--- src/rtl/arbitro_lcd.sv ---
// arbitro_lcd: round-robin arbiter that sequences commands from two requesters into the LCD executor's registers.
// Optional watchdog: define ARBITRO_TIMEOUT_EN to abort a command after TIMEOUT_CICLOS cycles without done.
module arbitro_lcd #(
    parameter int unsigned TIMEOUT_CICLOS = 2_000_000
) (
    input  logic        clk,
    input  logic        rst,
    input  logic        i_req_0,
    input  logic        i_req_1,
    input  logic [31:0] i_ctrl_0,
    input  logic [31:0] i_ctrl_1,
    input  logic [31:0] i_dato_0,
    input  logic [31:0] i_dato_1,
    output logic        o_gnt_0,
    output logic        o_gnt_1,
    output logic        o_done_0,
    output logic        o_done_1,
    output logic        o_err_0,
    output logic        o_err_1,
    output logic [31:0] o_dato,
    input  logic [31:0] i_reg_control,
    input  logic [31:0] i_reg_datos,
    output logic        o_wr_reg_control,
    output logic        o_wr_reg_datos,
    output logic [31:0] o_in_reg_control,
    output logic [31:0] o_in_reg_datos,
    output logic        o_ocupado
);
    typedef enum logic [2:0] {INACTIVO, ESCRIBIR, ASENTAR, ESPERAR, RESPONDER} estado_t;

    localparam logic [31:0] TIMEOUT_LIM = 32'(TIMEOUT_CICLOS - 1);

    estado_t     estado_q, estado_d;
    logic        ult_q, ult_d;
    logic [31:0] ctrl_q, ctrl_d;
    logic [31:0] dato_q, dato_d;
    logic        gnt_0_q, gnt_0_d, gnt_1_q, gnt_1_d;
    logic        done_0_q, done_0_d, done_1_q, done_1_d;
    logic [31:0] res_q, res_d;
    logic        wr_ctrl_q, wr_ctrl_d, wr_dato_q, wr_dato_d;
    logic [31:0] in_ctrl_q, in_ctrl_d;
    logic [31:0] in_dato_q, in_dato_d;
    logic        ocupado_q, ocupado_d;
    logic        pick_0, pick_1, exec_fin;
`ifdef ARBITRO_TIMEOUT_EN
    logic        err_0_q, err_0_d, err_1_q, err_1_d;
    logic [31:0] cnt_q, cnt_d;
`endif
    logic        unused_bits;

    // Under contention the requester that was not served last wins; ult_q also names the current owner.
    assign pick_0   = i_req_0 && (!i_req_1 || ult_q);
    assign pick_1   = i_req_1 && (!i_req_0 || !ult_q);
    assign exec_fin = i_reg_control[0] && !i_reg_control[1];

    always_comb begin
        estado_d  = estado_q;
        ult_d     = ult_q;
        ctrl_d    = ctrl_q;
        dato_d    = dato_q;
        gnt_0_d   = gnt_0_q;
        gnt_1_d   = gnt_1_q;
        done_0_d  = 1'b0;
        done_1_d  = 1'b0;
        res_d     = 32'h0;
        wr_ctrl_d = 1'b0;
        wr_dato_d = 1'b0;
        in_ctrl_d = in_ctrl_q;
        in_dato_d = in_dato_q;
`ifdef ARBITRO_TIMEOUT_EN
        err_0_d   = 1'b0;
        err_1_d   = 1'b0;
        cnt_d     = cnt_q;
`endif
        case (estado_q)
            INACTIVO: begin
                if (pick_0) begin
                    ult_d    = 1'b0;
                    ctrl_d   = i_ctrl_0;
                    dato_d   = i_dato_0;
                    gnt_0_d  = 1'b1;
                    estado_d = ESCRIBIR;
                end else if (pick_1) begin
                    ult_d    = 1'b1;
                    ctrl_d   = i_ctrl_1;
                    dato_d   = i_dato_1;
                    gnt_1_d  = 1'b1;
                    estado_d = ESCRIBIR;
                end
            end
            ESCRIBIR: begin
                wr_ctrl_d = 1'b1;
                wr_dato_d = 1'b1;
                in_ctrl_d = (ctrl_q & ~32'h3) | 32'h2;
                in_dato_d = dato_q;
                estado_d  = ASENTAR;
            end
            ASENTAR: begin
`ifdef ARBITRO_TIMEOUT_EN
                cnt_d    = 32'h0;
`endif
                estado_d = ESPERAR;
            end
            ESPERAR: begin
                if (exec_fin) begin
                    done_0_d = !ult_q;
                    done_1_d = ult_q;
                    res_d    = i_reg_datos;
                    estado_d = RESPONDER;
                end
`ifdef ARBITRO_TIMEOUT_EN
                // Give up: report the error and drop EXEC so the executor is left idle.
                else if (cnt_q == TIMEOUT_LIM) begin
                    done_0_d  = !ult_q;
                    done_1_d  = ult_q;
                    err_0_d   = !ult_q;
                    err_1_d   = ult_q;
                    wr_ctrl_d = 1'b1;
                    in_ctrl_d = ctrl_q & ~32'h3;
                    estado_d  = RESPONDER;
                end else begin
                    cnt_d = cnt_q + 32'd1;
                end
`endif
            end
            RESPONDER: begin
                gnt_0_d  = 1'b0;
                gnt_1_d  = 1'b0;
                estado_d = INACTIVO;
            end
            default: estado_d = INACTIVO;
        endcase
        ocupado_d = (estado_d != INACTIVO);
    end

    always_ff @(posedge clk or posedge rst) begin
        if (rst) begin
            estado_q  <= INACTIVO;
            ult_q     <= 1'b1;
            ctrl_q    <= 32'h0;
            dato_q    <= 32'h0;
            gnt_0_q   <= 1'b0;
            gnt_1_q   <= 1'b0;
            done_0_q  <= 1'b0;
            done_1_q  <= 1'b0;
            res_q     <= 32'h0;
            wr_ctrl_q <= 1'b0;
            wr_dato_q <= 1'b0;
            in_ctrl_q <= 32'h0;
            in_dato_q <= 32'h0;
            ocupado_q <= 1'b0;
`ifdef ARBITRO_TIMEOUT_EN
            err_0_q   <= 1'b0;
            err_1_q   <= 1'b0;
            cnt_q     <= 32'h0;
`endif
        end else begin
            estado_q  <= estado_d;
            ult_q     <= ult_d;
            ctrl_q    <= ctrl_d;
            dato_q    <= dato_d;
            gnt_0_q   <= gnt_0_d;
            gnt_1_q   <= gnt_1_d;
            done_0_q  <= done_0_d;
            done_1_q  <= done_1_d;
            res_q     <= res_d;
            wr_ctrl_q <= wr_ctrl_d;
            wr_dato_q <= wr_dato_d;
            in_ctrl_q <= in_ctrl_d;
            in_dato_q <= in_dato_d;
            ocupado_q <= ocupado_d;
`ifdef ARBITRO_TIMEOUT_EN
            err_0_q   <= err_0_d;
            err_1_q   <= err_1_d;
            cnt_q     <= cnt_d;
`endif
        end
    end

    assign o_gnt_0          = gnt_0_q;
    assign o_gnt_1          = gnt_1_q;
    assign o_done_0         = done_0_q;
    assign o_done_1         = done_1_q;
    assign o_dato           = res_q;
    assign o_wr_reg_control = wr_ctrl_q;
    assign o_wr_reg_datos   = wr_dato_q;
    assign o_in_reg_control = in_ctrl_q;
    assign o_in_reg_datos   = in_dato_q;
    assign o_ocupado        = ocupado_q;
`ifdef ARBITRO_TIMEOUT_EN
    assign o_err_0     = err_0_q;
    assign o_err_1     = err_1_q;
    assign unused_bits = ^i_reg_control[31:2];
`else
    assign o_err_0     = 1'b0;
    assign o_err_1     = 1'b0;
    assign unused_bits = ^{i_reg_control[31:2], TIMEOUT_LIM};
`endif

endmodule

--- config.mk ---
export PLATFORM = sky130hd
export DESIGN_NAME = arbitro_lcd
export DESIGN_NICKNAME = d
export VERILOG_FILES = /design/src/rtl/arbitro_lcd.sv
export SDC_FILE = /design/constraint.sdc
export NUM_CORES = 1
export LEC_CHECK = 0
export CORE_ASPECT_RATIO = 1.2
export CORE_MARGIN = 2
export CORE_UTILIZATION = 38
export CTS_CLUSTER_DIAMETER = 120
export DETAILED_ROUTE_END_ITERATION = 7
export PLACE_DENSITY = 0.85
export REMOVE_ABC_BUFFERS = 1
export SYNTH_ARGS = -nofsm -noshare
export SYNTH_HDL_FRONTEND = slang
export SYNTH_SLANG_ARGS = --single-unit
export TNS_END_PERCENT = 30
--- constraint.sdc ---
create_clock -name clk -period 5.5 [get_ports clk]
set_input_delay 0.825 -clock clk [delete_from_list [all_inputs] [get_ports clk]]
set_output_delay 0.825 -clock clk [all_outputs]
set_load 0.02 [all_outputs]
==> results of run 1 <==
-- power by group --
| group | switching (mW) | total [mW] | leakage [nW] | internal (mW) |
|---|---|---|---|---|
| Combinational | 0.932 | 2.06 | 1.69 | 1.13 |
| Sequential | 0.267 | 2.01 | 1.95 | 1.74 |
| Clock | 0.501 | 1.22 | 0.297 | 0.715 |
-- logic make-up after synthesis --
logic type / share of synthesized area [%]
buffers and inverters: 3.795
AO/OA/AOI/OAI: 11.44
multiplexers: 10.48
flip-flops: 62.78
other: 0.05632
AND/OR/NAND/NOR: 11.44
-- cell type report --
cell class	instances	area share, %
clock buffers	21	4.693
clock inverters	11	1.360
inverters	1	0.08737
multi-input cells	245	22.48
flip-flops and latches	167	41.70
well taps	220	2.746
repair buffers	272	26.93
-- sequential cells by signal (all words and copies together) (netlist names) --
name	cells
ctrl_q	30
dato_q	32
estado_q	3
o_dato	32
o_done_0	1
o_done_1	1
o_gnt_0	1
o_gnt_1	1
o_in_reg_control	31
o_in_reg_datos	32
o_ocupado	1
o_wr_reg_datos	1
ult_q	1
-- stage by stage --
step           utilization (%)  hold slack [ps]  cell area [µm²]  setup WS (ps)  TNS, ps
2_1_floorplan                -            480.3             6417         -321.6   -20170
3_3_place_gp             54.21            462.4             9418           2259        0
3_5_place_dp             54.21            461.1             9418           2220        0
4_1_cts                  57.70            477.3            10020           2214        0
5_1_grt                  57.70            492.0            10020           2109        0
6_report                 57.70            477.6            10020           2322        0
-- synth_stat cells (3+ instances only) --
master	number
a21oi_1	5
and2_1	33
buf_2	7
buf_4	12
buf_6	6
clkbuf_1	14
dfrtp_1	166
mux2_2	62
nand3b_1	62
nor2_1	3
o221a_1	5
o221a_2	57
-- final timing paths --
check	startpoint	end	cells past startpoint
hold reg to reg	o_in_reg_control[1]$_DFFE_PP0P_	o_in_reg_control[1]$_DFFE_PP0P_	1
max in group asynchronous	rst	o_in_reg_datos[22]$_DFFE_PP0P_	3
setup reg to reg	estado_q[1]$_DFF_PP0_	dato_q[10]$_DFFE_PP0P_	4
setup / recovery	estado_q[1]$_DFF_PP0_	dato_q[10]$_DFFE_PP0P_	4
hold / removal	o_in_reg_control[1]$_DFFE_PP0P_	o_in_reg_control[1]$_DFFE_PP0P_	1
min in group asynchronous	rst	o_dato[22]$_DFF_PP0_	2
-- metal layers --
layer  part of all wire [%]  vias to the layer above
li1                       -                     2171
met1                     41                     2464
met2                     49                      216
met3                    7.5                       26
met4                    2.4                        0
met5                      0                        -
==> flow_summary.toml, run 1 <==
[floorplanning]
fp.dieH_um = 149.0
initial_core_util_pct = 38.33
pin_count = 301
die_w_um = 124.8
rows = 53
die_area_um2 = 18600
core_area_um2 = 17370

[yosys]
synthArstFlopShare_pct = 100.0
syn-instance-count = 451
synth_area_um2 = 6659
yosys.area.top_type = "dfrtp_1"
ys_ff_latch = 167
ys_seq_area_share_pct = 62.78
synth_edf_count = 0
synth_top_area_share_pct = 62.38
ys.flop_type = "dfrtp_1"
synth.area.top_cells = "dfrtp_1 62%, mux2_2 10%, o221a_2 9.6%"
ys_types = 29
yosys_warnings = 0
avgSynthCellArea_um2 = 14.76

[cells_and_area]
synthToLayoutAreaGrowth_pct = 50.54
nFillCells = 1398
final_common_cell = "clkdlybuf4s50_1"
layout_common_cells = "263 x clkdlybuf4s50_1, 166 x dfrtp_1, 62 x mux2_2, 62 x nand3b_1, 57 x o221a_2"
multiInputGateArea_um2 = 2253
design.final.nets = 900
layout-drive-gt1-share_pct = 23.43
stdcell_count = 937
diodes = 0
seq_area_um2 = 4180

[setup_path]
required_ps = 5800
r2r_slack_ps = 2320
crit_path_max_incr_delay_ps = 870
cpMaxStageDelayCell = "nand3_2"
cp_top_family = "simple AND/OR/NAND/NOR gates"
end_kind = "flop"
critPathKind = "flop to flop"
worst-path-max-fanout = 33
path_cells = "nor3_4 -> nand3_2 -> buf_4 -> o221a_2"
worstPathArrival_ps = 3480
crit_buf_inv = 1
start_kind = "flop"

[clocking]
h-tree-depth = 4
clock-root-buffer = "clkbuf_16"
clk_path_buf_depth = 2
clk_latency_ps = 410
cts_buffers = 17
cts_hold_buf = 0
cts.sink_count = 167
ctsResizeCount = 0
post_cts_buffers = 0
cts_tree = "done"
path_clk_slew_ps = 70

[routing]
drc = 0
ant_nets = 0
routedWlPerCell_um = 18.68
dr.pass1.iters = 4
drtIter0Drc = 186
drt_wl_total_mm = 17.51
num_vias = 4877
vias_per_cell = 5.205

[power]
total_leakage_power_nw = 3.936
power_mw = 5.290
peakVddDrop_mv = 0.2135
power_density_nw_per_um2 = 527.7

[place]
gp_congestion = 0.7513
dp_cells = 905
post-dp-hpwl_mm = 11.80
portBuffers = 263

[global_route]
grt_pass1_vias = 5155
use_met1_pct = 22.24
grt_util_all_layers_pct = 18.83
antenna_found_initial = 0
globalRouteOverflowTotal = 0
grt_pass1_wl_mm = 27.37
use_met3_pct = 6.385
grt_max_degree = 89
busiest_layer = "met2"
grt_use_met2_pct = 31.86

[timing]
fin_crit_sh_pct = 57.78
rsz0062_at_grt = "no"
slew_violations = 0
tightestPinTransition_ps = 1081
fin_crit_ps = 3178
setup_viol = 0
hold_viol_final = 0
relSlewSlack_pct = 27.76
fmax_mhz = 314.6
fin_skew_ps = 7.914

[worst_hold_path]
hp-class = "flop to flop"

[flow_run]
cap_violations = 0

[outcome]
status = "complete, no violations"
Note: power is estimated with default switching activity, not from simulation.
==> inputs of run 2 (changes only) <==
--- a/config.mk
+++ b/config.mk
@@ -7,10 +7,10 @@
 export LEC_CHECK = 0
 export CORE_ASPECT_RATIO = 1.2
 export CORE_MARGIN = 2
-export CORE_UTILIZATION = 38
+export CORE_UTILIZATION = 42
 export CTS_CLUSTER_DIAMETER = 120
 export DETAILED_ROUTE_END_ITERATION = 7
-export PLACE_DENSITY = 0.85
+export PLACE_DENSITY = 0.89
 export REMOVE_ABC_BUFFERS = 1
 export SYNTH_ARGS = -nofsm -noshare
 export SYNTH_HDL_FRONTEND = slang
==> constraint.sdc (replaced) <==
create_clock -name clk -period 3.05 [get_ports clk]
set_input_delay 0.4575 -clock clk [delete_from_list [all_inputs] [get_ports clk]]
set_output_delay 0.4575 -clock clk [all_outputs]
set_load 0.02 [all_outputs]
==> flow_summary.toml, run 2 (synthesis gave the netlist of run 1 again) <==
[setup_path]
worst-path-max-fanout = 63
critPathKind = "flop to flop"
end_kind = "flop"
cpMaxStageDelayCell = "dfrtp_1"
start_kind = "flop"
crit_path_max_incr_delay_ps = 450
path_cells = "nor3_4 -> buf_4 -> nor2b_4 -> buf_12 -> o221a_2"
worstPathArrival_ps = 2410
required_ps = 3400

[clocking]
path_clk_slew_ps = 60
cts_hold_buf = 0
h-tree-depth = 4
cts.sink_count = 167
cts_buffers = 17
cts_tree = "done"
clk_path_buf_depth = 2
ctsResizeCount = 0
post_cts_buffers = 0
clk_latency_ps = 410
clock-root-buffer = "clkbuf_16"

[place]
post-dp-hpwl_mm = 12.51
dp_cells = 897
portBuffers = 263
placedInstanceArea_um2 = 9470
gp_congestion = 0.7723

[outcome]
status = "complete, no violations"

[routing]
drt_wl_total_mm = 17.99
drtIter0Drc = 272
ant_nets = 0
dr.pass1.iters = 5
routedWlPerCell_um = 19.38
drc = 0
num_vias = 4982
vias_per_cell = 5.369

[timing]
fin_crit_sh_pct = 67.37
fin_crit_ps = 2055
fmax_mhz = 486.7
hold_slack_ps = 464.9
relSlewSlack_pct = 64.65
tightestPinTransition_ps = 530.3
setup_viol = 0
slew_violations = 0
hold_viol_final = 0
rsz0062_at_grt = "no"
fin_skew_ps = 6.250

[floorplanning]
fp.dieH_um = 141.9
rows = 50
die_w_um = 118.9
pin_count = 301
die_area_um2 = 16880
core_area_um2 = 15580
initial_core_util_pct = 42.75

[flow_run]
cap_violations = 0

[global_route]
grt_pass1_wl_mm = 29.06
antenna_found_initial = 0
grt_max_degree = 64
grt_pass1_vias = 5638
grt_util_all_layers_pct = 22.14
globalRouteOverflowTotal = 0

[power]
peakVddDrop_mv = 0.4025
total_leakage_power_nw = 3.968
power_mw = 9.601
power_density_nw_per_um2 = 952.9

[cells_and_area]
post-route-util_pct = 64.67
stdcell_count = 928
design.final.nets = 904
layout_common_cells = "263 x clkdlybuf4s50_1, 166 x dfrtp_1, 62 x mux2_2, 62 x nand3b_1, 57 x o221a_2"
layout-drive-gt1-share_pct = 23.75
final_area_um2 = 10070
synthToLayoutAreaGrowth_pct = 51.30
final_common_cell = "clkdlybuf4s50_1"
diodes = 0

[worst_hold_path]
hp-class = "primary input to asynchronous set/reset pin"
run 2: routing by layer:
metal,up-vias,global-route usage [%],share of wire [%]
met5,-,0,0
met4,0,8.647,2.5
met3,31,8.093,8.4
met2,257,38.72,51
met1,2514,24.60,38
li1,2180,-,-
run 2: critical path, delay by kind of cell, from the launching register on:
family,cells,cell delay (ps)
compound gates,1,270
buf+inv,2,690
flops,1,450
simple gates,2,490
run 2: cell type report:
cell class	instances	area, µm²
Fill cell	1102	5503
Tap cell	208	260.3
Clock inverter	11	147.6
Clock buffer	20	456.7
Timing Repair Buffer	276	2768
Inverter	1	8.758
Multi-Input combinational cell	245	2253
Sequential cell	167	4180
run 2: path summary, 6_finish.rpt:
check	startpoint	endpoint	slack, ps	cells past startpoint
worst max-delay path	estado_q[1]$_DFF_PP0_	dato_q[4]$_DFFE_PP0P_	1000	5
worst min-delay path	rst	o_dato[22]$_DFF_PP0_	460	2
worst max register to register	estado_q[1]$_DFF_PP0_	dato_q[4]$_DFFE_PP0P_	1000	5
worst min register to register	o_in_reg_control[1]$_DFFE_PP0P_	o_in_reg_control[1]$_DFFE_PP0P_	480	1
max in group asynchronous	rst	ult_q$_DFFE_PP1P_	1930	3
min in group clk	o_in_reg_control[1]$_DFFE_PP0P_	o_in_reg_control[1]$_DFFE_PP0P_	480	1
run 2: report_power, final:
group,internal [mW],switching [mW]
sequential,3.15,0.512
combinational,2.06,1.69
clock,1.33,0.858
total,6.54,3.06
run 2: per-stage QoR:
| step | setup TNS, ps | worst slack, ps |
|---|---|---|
| global route | 0 | 895.7 |
| floorplan | -577280 | -2772 |
| detailed placement | 0 | 702.5 |
| finish | 0 | 995.2 |
| CTS | 0 | 1001 |
| global placement | 0 | 781.5 |
